**src/rtl/dsp_mac_pipe_if.sv**
```systemverilog
// rtl/dsp_mac_pipe_if.sv - beat inputs and accumulator outputs of dsp_mac_pipe
interface dsp_mac_pipe_if #(
  parameter int A_W = 18,
  parameter int B_W = 18,
  parameter int P_W = 48
);
  logic                  IN_VALID;
  logic signed [A_W-1:0] A;
  logic signed [B_W-1:0] B;
  logic signed [B_W-1:0] D;
  logic signed [P_W-1:0] C;
  logic [3:0]            OPMODE;
  logic                  ACC_CLR;
  logic                  OUT_VALID;
  logic signed [P_W-1:0] P;
  logic                  CARRYOUT;
  logic                  OVF;
  logic                  PATTERN_DET;

  modport master (
    output IN_VALID, A, B, D, C, OPMODE, ACC_CLR,
    input  OUT_VALID, P, CARRYOUT, OVF, PATTERN_DET
  );

  modport slave (
    input  IN_VALID, A, B, D, C, OPMODE, ACC_CLR,
    output OUT_VALID, P, CARRYOUT, OVF, PATTERN_DET
  );
endinterface

```
**src/rtl/dsp_mac_pipe.sv**
```systemverilog
// rtl/dsp_mac_pipe.sv - signed pre-add/multiply/accumulate pipeline with saturation and pattern detect
module dsp_mac_pipe #(
  parameter int             A_W      = 18,
  parameter int             B_W      = 18,
  parameter int             P_W      = 48,
  parameter int             IN_REG   = 1,
  parameter int             MREG     = 1,
  parameter int             SATURATE = 0,
  parameter logic [P_W-1:0] PATTERN  = '0
) (
  input  logic          clk,
  input  logic          RST,
  input  logic          CE,
  dsp_mac_pipe_if.slave bus
);
  localparam int M_W = A_W + B_W + 1;
  localparam logic signed [P_W-1:0] P_MAX = {1'b0, {(P_W-1){1'b1}}};
  localparam logic signed [P_W-1:0] P_MIN = {1'b1, {(P_W-1){1'b0}}};

  // stage 1: operands, OPMODE and C of the beat
  logic signed [A_W-1:0] a1;
  logic signed [B_W-1:0] b1;
  logic signed [B_W-1:0] d1;
  logic signed [P_W-1:0] c1;
  logic [3:0]            op1;
  logic                  v1;

  generate
    if (IN_REG != 0) begin : g_in_reg
      always_ff @(posedge clk) begin
        if (RST) begin
          a1  <= '0;
          b1  <= '0;
          d1  <= '0;
          c1  <= '0;
          op1 <= '0;
          v1  <= 1'b0;
        end else if (CE) begin
          a1  <= bus.A;
          b1  <= bus.B;
          d1  <= bus.D;
          c1  <= bus.C;
          op1 <= bus.OPMODE;
          v1  <= bus.IN_VALID;
        end
      end
    end else begin : g_in_pass
      assign a1  = bus.A;
      assign b1  = bus.B;
      assign d1  = bus.D;
      assign c1  = bus.C;
      assign op1 = bus.OPMODE;
      assign v1  = bus.IN_VALID;
    end
  endgenerate

  logic signed [B_W:0]   pre;
  logic signed [M_W-1:0] prod;

  always_comb begin
    pre = (B_W+1)'(b1);
    if (op1[0]) begin
      if (op1[1]) pre = (B_W+1)'(d1) - (B_W+1)'(b1);
      else        pre = (B_W+1)'(d1) + (B_W+1)'(b1);
    end
    prod = M_W'(a1) * M_W'(pre);
  end

  // stage 2: product with the C/OPMODE of the same beat
  logic signed [M_W-1:0] m2;
  logic signed [P_W-1:0] c2;
  logic [3:0]            op2;
  logic                  v2;

  generate
    if (MREG != 0) begin : g_m_reg
      always_ff @(posedge clk) begin
        if (RST) begin
          m2  <= '0;
          c2  <= '0;
          op2 <= '0;
          v2  <= 1'b0;
        end else if (CE) begin
          m2  <= prod;
          c2  <= c1;
          op2 <= op1;
          v2  <= v1;
        end
      end
    end else begin : g_m_pass
      assign m2  = prod;
      assign c2  = c1;
      assign op2 = op1;
      assign v2  = v1;
    end
  endgenerate

  logic signed [P_W-1:0] p_q;
  logic                  carry_q;
  logic                  ovf_q;
  logic                  vld_q;
  logic                  pdet_q;

  logic signed [P_W-1:0] m_ext;
  logic signed [P_W-1:0] z;
  logic signed [P_W:0]   s_sgn;
  logic [P_W:0]          s_uns;
  logic                  ovf_now;
  logic signed [P_W-1:0] p_next;

  // s_sgn carries the true signed result, s_uns the unsigned carry/borrow
  always_comb begin
    m_ext = P_W'(m2);
    if (bus.ACC_CLR)  z = '0;
    else if (op2[2])  z = p_q;
    else              z = c2;
    if (op2[3]) begin
      s_sgn = (P_W+1)'(z) - (P_W+1)'(m_ext);
      s_uns = {1'b0, z} - {1'b0, m_ext};
    end else begin
      s_sgn = (P_W+1)'(z) + (P_W+1)'(m_ext);
      s_uns = {1'b0, z} + {1'b0, m_ext};
    end
    ovf_now = s_sgn[P_W] ^ s_sgn[P_W-1];
    p_next  = s_sgn[P_W-1:0];
    if ((SATURATE != 0) && ovf_now) p_next = s_sgn[P_W] ? P_MIN : P_MAX;
  end

  always_ff @(posedge clk) begin
    if (RST) begin
      p_q     <= '0;
      carry_q <= 1'b0;
      ovf_q   <= 1'b0;
      vld_q   <= 1'b0;
      pdet_q  <= (PATTERN == '0);
    end else if (CE) begin
      vld_q <= v2;
      if (v2) begin
        p_q     <= p_next;
        carry_q <= s_uns[P_W];
        ovf_q   <= (bus.ACC_CLR ? 1'b0 : ovf_q) | ovf_now;
        pdet_q  <= (p_next == PATTERN);
      end else if (bus.ACC_CLR) begin
        p_q    <= '0;
        ovf_q  <= 1'b0;
        pdet_q <= (PATTERN == '0);
      end
    end
  end

  assign bus.P           = p_q;
  assign bus.CARRYOUT    = carry_q;
  assign bus.OVF         = ovf_q;
  assign bus.OUT_VALID   = vld_q;
  assign bus.PATTERN_DET = pdet_q;
endmodule
```
**src/flat_wrapper.sv**
```systemverilog
// flat-port wrapper written by rule: the top's interface ports become plain ports
module dsp_mac_pipe_flat 
#(
  parameter int             A_W      = 18,
  parameter int             B_W      = 18,
  parameter int             P_W      = 48,
  parameter int             IN_REG   = 1,
  parameter int             MREG     = 1,
  parameter int             SATURATE = 0,
  parameter logic [P_W-1:0] PATTERN  = '0
)
  (clk, RST, CE, bus_IN_VALID, bus_A, bus_B, bus_D, bus_C, bus_OPMODE, bus_ACC_CLR, bus_OUT_VALID, bus_P, bus_CARRYOUT, bus_OVF, bus_PATTERN_DET);
  dsp_mac_pipe_if #(.A_W(A_W), .B_W(B_W), .P_W(P_W)) bus_i ();
  input  logic clk;
  input  logic RST;
  input  logic CE;
  input wire logic [$bits(bus_i.IN_VALID)-1:0] bus_IN_VALID;
  input wire logic [$bits(bus_i.A)-1:0] bus_A;
  input wire logic [$bits(bus_i.B)-1:0] bus_B;
  input wire logic [$bits(bus_i.D)-1:0] bus_D;
  input wire logic [$bits(bus_i.C)-1:0] bus_C;
  input wire logic [$bits(bus_i.OPMODE)-1:0] bus_OPMODE;
  input wire logic [$bits(bus_i.ACC_CLR)-1:0] bus_ACC_CLR;
  output wire logic [$bits(bus_i.OUT_VALID)-1:0] bus_OUT_VALID;
  output wire logic [$bits(bus_i.P)-1:0] bus_P;
  output wire logic [$bits(bus_i.CARRYOUT)-1:0] bus_CARRYOUT;
  output wire logic [$bits(bus_i.OVF)-1:0] bus_OVF;
  output wire logic [$bits(bus_i.PATTERN_DET)-1:0] bus_PATTERN_DET;
  assign bus_i.IN_VALID = bus_IN_VALID;
  assign bus_i.A = bus_A;
  assign bus_i.B = bus_B;
  assign bus_i.D = bus_D;
  assign bus_i.C = bus_C;
  assign bus_i.OPMODE = bus_OPMODE;
  assign bus_i.ACC_CLR = bus_ACC_CLR;
  assign bus_OUT_VALID = bus_i.OUT_VALID;
  assign bus_P = bus_i.P;
  assign bus_CARRYOUT = bus_i.CARRYOUT;
  assign bus_OVF = bus_i.OVF;
  assign bus_PATTERN_DET = bus_i.PATTERN_DET;
  dsp_mac_pipe #(.A_W(A_W), .B_W(B_W), .P_W(P_W), .IN_REG(IN_REG), .MREG(MREG), .SATURATE(SATURATE), .PATTERN(PATTERN)) u_core (.clk(clk), .RST(RST), .CE(CE), .bus(bus_i));
endmodule
```
**config.mk**
```make
export PLATFORM = sky130hd
export DESIGN_NAME = dsp_mac_pipe_flat
export DESIGN_NICKNAME = d
export VERILOG_FILES = /design/src/rtl/dsp_mac_pipe_if.sv /design/src/rtl/dsp_mac_pipe.sv /design/src/flat_wrapper.sv
export SDC_FILE = /design/constraint.sdc
export NUM_CORES = 2
export LEC_CHECK = 0
export ABC_AREA = 1
export CORE_ASPECT_RATIO = 1.5
export CORE_MARGIN = 4
export CORE_UTILIZATION = 30
export DETAILED_ROUTE_END_ITERATION = 6
export GPL_ROUTABILITY_DRIVEN = 0
export GPL_TIMING_DRIVEN = 0
export PLACE_DENSITY_LB_ADDON = 0.12
export SETUP_SLACK_MARGIN = 0.02
export SLEW_MARGIN = 20
export SYNTH_ARGS = -nofsm -noshare
export SYNTH_HDL_FRONTEND = slang
export SYNTH_SLANG_ARGS = --single-unit
export TNS_END_PERCENT = 100
```
**constraint.sdc**
```tcl
create_clock -name clk -period 13 [get_ports clk]
set_clock_uncertainty 0.05 [all_clocks]
set_input_delay 2.6 -clock clk [delete_from_list [all_inputs] [get_ports clk]]
set_output_delay 2.6 -clock clk [all_outputs]
set_load 0.01 [all_outputs]
```
==> Yosys cells after proc, flatten, opt, wreduce, memory -nomap -nowiden <==
Index checks and enable logic that the tools add are counted.
{ "word_totals": {"inputBits": 111, "reg_bits": 249, "out_inout_bits": 52, "word_cells": 40} }
{ "classes": {"mul": 1, "addsub": 6, "n_bitwise": 2, "mux": 12, "reduce_logical": 4} }
{ "ops": {"columns": ["cell", "count"], "rows": [
  ["48-bit two-way mux", 4],
  ["49-bit two-way mux", 2],
  ["48-bit by 37-bit adder with 49-bit output", 1],
  ["48-bit by 48-bit adder with 49-bit output", 1],
  ["48-bit by 37-bit subtractor with 49-bit output", 1],
  ["48-bit by 48-bit subtractor with 49-bit output", 1],
  ["48-bit zero test", 1],
  ["19-bit two-way mux", 2],
  ["18-bit by 19-bit multiplier with 37-bit output", 1],
  ["18-bit by 18-bit adder with 19-bit output", 1],
  ["18-bit by 18-bit subtractor with 19-bit output", 1],
  ["1-bit two-way mux", 4],
  ["2-bit AND reduction", 2],
  ["2-bit nonzero test", 1],
  ["1-bit OR", 1],
  ["1-bit bitwise XOR", 1]
]} }

==> Longest topological paths before layout <==
{ "logic_depth": {"ltp_word": 7, "ltp_mapped": 49, "ltp_nobuf": 48} }

==> Worst setup path before layout <==
No wires, ideal clock.
{ "synth_path": {"path_type": "reg2reg", "from": "register u_core.b1[0]", "to": "register u_core.m2[35]", "setup_slack_ns": 4.363, "n_path_buf": 3, "setup_ns": 0.115, "t_required_ns": 12.835, "stages_incl_launch_ff": 46, "arrival_ns": 8.472, "synth_period_minus_slack_ns": 8.637, "cell_sequence": "dfxtp_1 inv_1 ha_1 inv_1 nor3_1 inv_1 nor3_1 nand3_1 nor3_1 nand2_1 nand2_1 o21ai_0 xor2_1 ha_1 inv_1 nor3_1 nand2_1 a31o_2 [... 10 more ...] xnor2_1 ha_1 inv_1 fa_1 inv_1 fa_1 inv_1 fa_1 inv_1 ha_1 inv_1 nor3_1 nor3b_1 nand4_1 nand3_1 nand2_1 o21ai_0 inv_1"} }
{ "synth_via": {"elab_chain_len": 4, "word_cells_on_any_way": 5, "classes_between": "add/sub (2); mul (1); mux (2)"} }
{ "synth_rtl": {"columns": ["element", "line", "rtl"], "rows": [
  ["start: declaration", "dsp_mac_pipe.sv:22", "logic signed [B_W-1:0] b1;"],
  ["start signal: assignment", "dsp_mac_pipe.sv:40", "b1 <= bus.B;"],
  ["18-bit by 18-bit adder with 19-bit output or 18-bit by 18-bit subtractor with 19-bit output (tied branches)", "dsp_mac_pipe.sv:64, dsp_mac_pipe.sv:63", null],
  ["19-bit two-way mux", "dsp_mac_pipe.sv:63", "if (op1[1]) pre = (B_W+1)'(d1) - (B_W+1)'(b1);"],
  ["19-bit two-way mux (*)", "dsp_mac_pipe.sv:62", "if (op1[0]) begin"],
  ["18-bit by 19-bit multiplier with 37-bit output (*)", "dsp_mac_pipe.sv:66", "prod = M_W'(a1) * M_W'(pre);"],
  ["end signal: assignment", "dsp_mac_pipe.sv:84", "m2 <= prod;"],
  ["end: declaration", "dsp_mac_pipe.sv:70", "logic signed [M_W-1:0] m2;"]
]} }
Every way passes the cells marked *; elsewhere a longest branch is shown, timed or not.
A chain may end at the register's enable or synchronous reset.

==> Worst setup path in the final report <==
Ends and elaborated chain as after synthesis.

==> impl_summary.txt <==
----------------------------------------------------
[Clocking]
  Post-CTS clock slew at the launch and capture registers of the worst setup and hold paths ... 60 ps
  Setup repair bufs after CTS ... 0
  Source-to-sink clock delay at the later pin of the worst-skew pair ... 650 ps
  Root buffer selected by CTS ... sky130_fd_sc_hd__clkbuf_16
  Maximum number of buffers from clock root to sink ... 3
  TritonCTS clock tree ... built
  Clk sink count ... roughly 250
  Hold buffers post-CTS ... 0
  H-tree Lvls ... 1
  CTS-repair resized insts ... 0
  CTS buffer count ... 30

[Placement]
  # port buffers ... around 160
  Pre-CTS worst setup slack ... 2450 ps
  Final HPWL DP ... roughly 100000 um

[GRT]
  Antenna violations before repair ... 1
  GR Util All Layers ... 0.226
  Vias in the first global route ... 29100
  Overflow left after global routing ... 0
  Largest net degree at the start of global routing ... 18
  First-pass GRT wire length ... about 180000 um

[Drt]
  Final routed wire length divided by cell count ... slightly above 20 um
  Final routed DRC violation total ... 0
  Total detailed-routing wirelength ... 117000 um
  Iter 0 DRT Violations ... between 1500 and 2000
  Drt pass-1 iters ... 6
  Per-cell via count in the routed design ... ~4.7
  Post-DRT Antenna Nets ... 0
  Total vias in the final route ... roughly 27000

[Finish]
  Fraction of layout instances using a drive strength above 1 ... 0.0442
  Multi-input combinational cell area ... between 0.02 and 0.025 sq mm
  Synth-to-layout area growth ... 14.8%
  Layout net count ... a little over 5000
  Fill count ... ~11000
  Total inserted antenna cells ... 0
  Register cell area after layout ... 0.00494 sq mm

[Power and ir drop]
  Cell area power density ... 206 mW/mm^2
  Max rail drop VDD ... 199 uV
  Leak pwr ... between 0.015 and 0.02 uW

[Synth]
  Post-synth EDFFs ... 0
  Yosys cell types ... 55
  Synthesized netlist net count ... ~5000
  Async set-reset flop share out of synthesis ... 0
  Yosys top cell by area ... sky130_fd_sc_hd__fa_1
  Mean area per synthesized cell ... between 6 and 7 sq um
  Sequential element share of the synthesized area ... 0.168
  Yosys top cell area share ... 0.232
  Number of warning messages in the yosys log ... 0
  Synth Register Bits ... around 250
  Leading cell types by total area after synthesis ... sky130_fd_sc_hd__fa_1 23%, sky130_fd_sc_hd__dfxtp_1 17%, sky130_fd_sc_hd__nand2_1 11%
  Cell area after technology mapping ... between 0.02 and 0.03 sq mm
  Main synth FF type ... sky130_fd_sc_hd__dfxtp_1
  Cells after synthesis ... 4307

[Worst setup path]
  Worst path slowest cell ... sky130_fd_sc_hd__fa_1
  Critical path class ... flip-flop to flip-flop
  Arrival time at the worst endpoint ... between 10000 and 15000 ps
  Endpoint kind of the worst setup timing path ... flip-flop
  Crit path largest cell delay ... between 600 and 700 ps
  Startpoint types ... flip-flop
  Top fanout value on the critical path ... 10
  Required time at the worst-slack endpoint ... ~13000 ps
  Worst path most repeated cell ... sky130_fd_sc_hd__inv_1

[STA]
  Post-layout worst setup margin ... roughly 2400 ps
  Unrepaired setup endpoints after global routing ... no
  Least-Margin Pin Slew ... about 1400 ps
  Final setup vio count ... 0
  Worst rel slew slack ... 0.0855
  Final critical path time including I/O delays and setup ... about 11000 ps
  Number of hold violations in the final report ... 0
  Ratio of final minimum period to clock period ... 0.819
  Max Transition Viols Final ... 0
  Setup tns final ... 0 ps
  Fmax ... about 0.094 GHz

[Flow run]
  Max Cap Viol ... 0

[Floorplanning]
  Starting density of the core ... 0.302
  Area enclosed by the die boundary ... 0.103 sq mm
  Number of ports placed on the die boundary ... 163
  Die height ... between 300 and 400 um
  Core Rows ... 140
  Placeable core region ... ~0.097 sq mm
  Width of the die ... 263 um

[Hold path]
  Kind of path behind the tightest hold check ... flip-flop to flip-flop

[Outcome]
  Status ... finished clean

----------------------------------------------------
stage by stage:
| step | instance area [sq um] | std cells | hold slack [ps] | util | power (uW) |
|---|---|---|---|---|---|
| global route | 33700 | 5801 | 455 | 0.347 | 7720 |
| global placement | 32600 | 5746 | 411 | 0.335 | 6020 |
| CTS | 33700 | 5801 | 420 | 0.347 | 7030 |
| detailed placement | 32600 | 5746 | 412 | 0.335 | 6020 |
| finish | 33700 | 5801 | 424 | 0.347 | 6960 |
| floorplan | 29400 | 4307 | 390 | - | 4430 |
placed cells by master, fill, tap and decap left out, drive strengths merged, types with 4 or more instances in the layout:
master / synthesis / final
nor2: 720 / 720
o211ai: 4 / 4
a21o: 7 / 7
nand3: 121 / 121
o21ai: 298 / 298
ha: 164 / 164
inv: 857 / 858
clkdlybuf4s50: 0 / 161
clkbuf: 120 / 159
nand4: 37 / 37
and2: 4 / 4
clkinv: 7 / 13
a21oi: 218 / 218
o21bai: 14 / 14
buf: 27 / 27
xor2: 73 / 73
or2: 13 / 13
a31oi: 6 / 6
nand3b: 12 / 12
xnor2: 40 / 40
nor3: 34 / 34
bufinv: 0 / 7
nand2: 908 / 908
o311ai: 7 / 7
nor4: 7 / 7
dfxtp: 247 / 247
fa: 340 / 340
where the power goes:
group | internal, uW | switching (uW) | total, uW
sequential | 844 | 74.8 | 919
combinational | 1730 | 3350 | 5070
clock | 584 | 381 | 964
cells by family (layout without fill, tap and decap cells):
| kind of cell | Yosys count | after routing | synth area share |
|---|---|---|---|
| xor+xnor | 113 | 113 | 0.0337 |
| simple gates | 1859 | 1859 | 0.261 |
| fa+ha+maj | 504 | 504 | 0.302 |
| buf+inv | 1011 | 1227 | 0.130 |
| compound gates | 573 | 573 | 0.105 |
| flops | 247 | 247 | 0.168 |
registers in the layout, summed over array words and instances, names as in the netlist, 2 cells and up:
| name | count |
|---|---|
| u_core.bus.P | 48 |
| u_core.c1 | 48 |
| u_core.c2 | 48 |
| u_core.m2 | 37 |
| u_core.a1 | 18 |
| u_core.b1 | 18 |
| u_core.d1 | 18 |
| u_core.op1 | 4 |
| u_core.op2 | 2 |
cell usage after synthesis (12+ instances only):
| library cell | instances |
|---|---|
| sky130_fd_sc_hd__nor2_2 | 36 |
| sky130_fd_sc_hd__inv_1 | 831 |
| sky130_fd_sc_hd__nand3b_1 | 12 |
| sky130_fd_sc_hd__nand2_2 | 31 |
| sky130_fd_sc_hd__xnor2_1 | 40 |
| sky130_fd_sc_hd__o21ai_1 | 13 |
| sky130_fd_sc_hd__buf_1 | 15 |
| sky130_fd_sc_hd__clkbuf_1 | 120 |
| sky130_fd_sc_hd__nor2_1 | 678 |
| sky130_fd_sc_hd__a21oi_1 | 215 |
| sky130_fd_sc_hd__nand4_1 | 37 |
| sky130_fd_sc_hd__dfxtp_1 | 247 |
| sky130_fd_sc_hd__nor3_1 | 24 |
| sky130_fd_sc_hd__o21ai_0 | 281 |
| sky130_fd_sc_hd__xor2_1 | 73 |
| sky130_fd_sc_hd__fa_1 | 340 |
| sky130_fd_sc_hd__o21bai_1 | 13 |
| sky130_fd_sc_hd__nand3_1 | 115 |
| sky130_fd_sc_hd__nand2_1 | 877 |
| sky130_fd_sc_hd__inv_2 | 25 |
| sky130_fd_sc_hd__ha_1 | 164 |
critical path, delay by kind of cell, from the launching register on:
family                   cells  cell delay [ps]
flip-flops                   1              350
XOR/XNOR                     3              470
AO/OA/AOI/OAI                3              820
buffers and inverters       13             1810
AND/OR/NAND/NOR             16             2930
adder cells (fa/ha/maj)      9             4020
routing by layer:
metal / routed length [um] / track usage / share of wire
met1: 42700 / 0.234 / 0.36
met2: 62100 / 0.435 / 0.53
met3: 3260 / 0.0162 / 0.028
met4: 9430 / 0.146 / 0.080
met5: 0 / 0 / 0
final timing paths:
path	to	from	slack, ps	cells after the start
setup reg to reg	u_core.m2[35]	u_core.b1[0]	2360	44
hold reg to reg	u_core.d1[0]	u_core.d1[0]	420	2
hold / removal	u_core.d1[0]	u_core.d1[0]	420	2
setup / recovery	u_core.m2[35]	u_core.b1[0]	2360	44
final cells by class:
cell class / instances / share of cell area
clock inverter: 16 / 0.00902
multi-input combinational: 3049 / 0.611
inverter: 864 / 0.0963
timing repair buffer: 161 / 0.0478
clock buffer: 39 / 0.0242
buffer: 147 / 0.0172
tap: 1278 / 0.0474
sequential: 247 / 0.147
(Power assumes the default switching activity.)
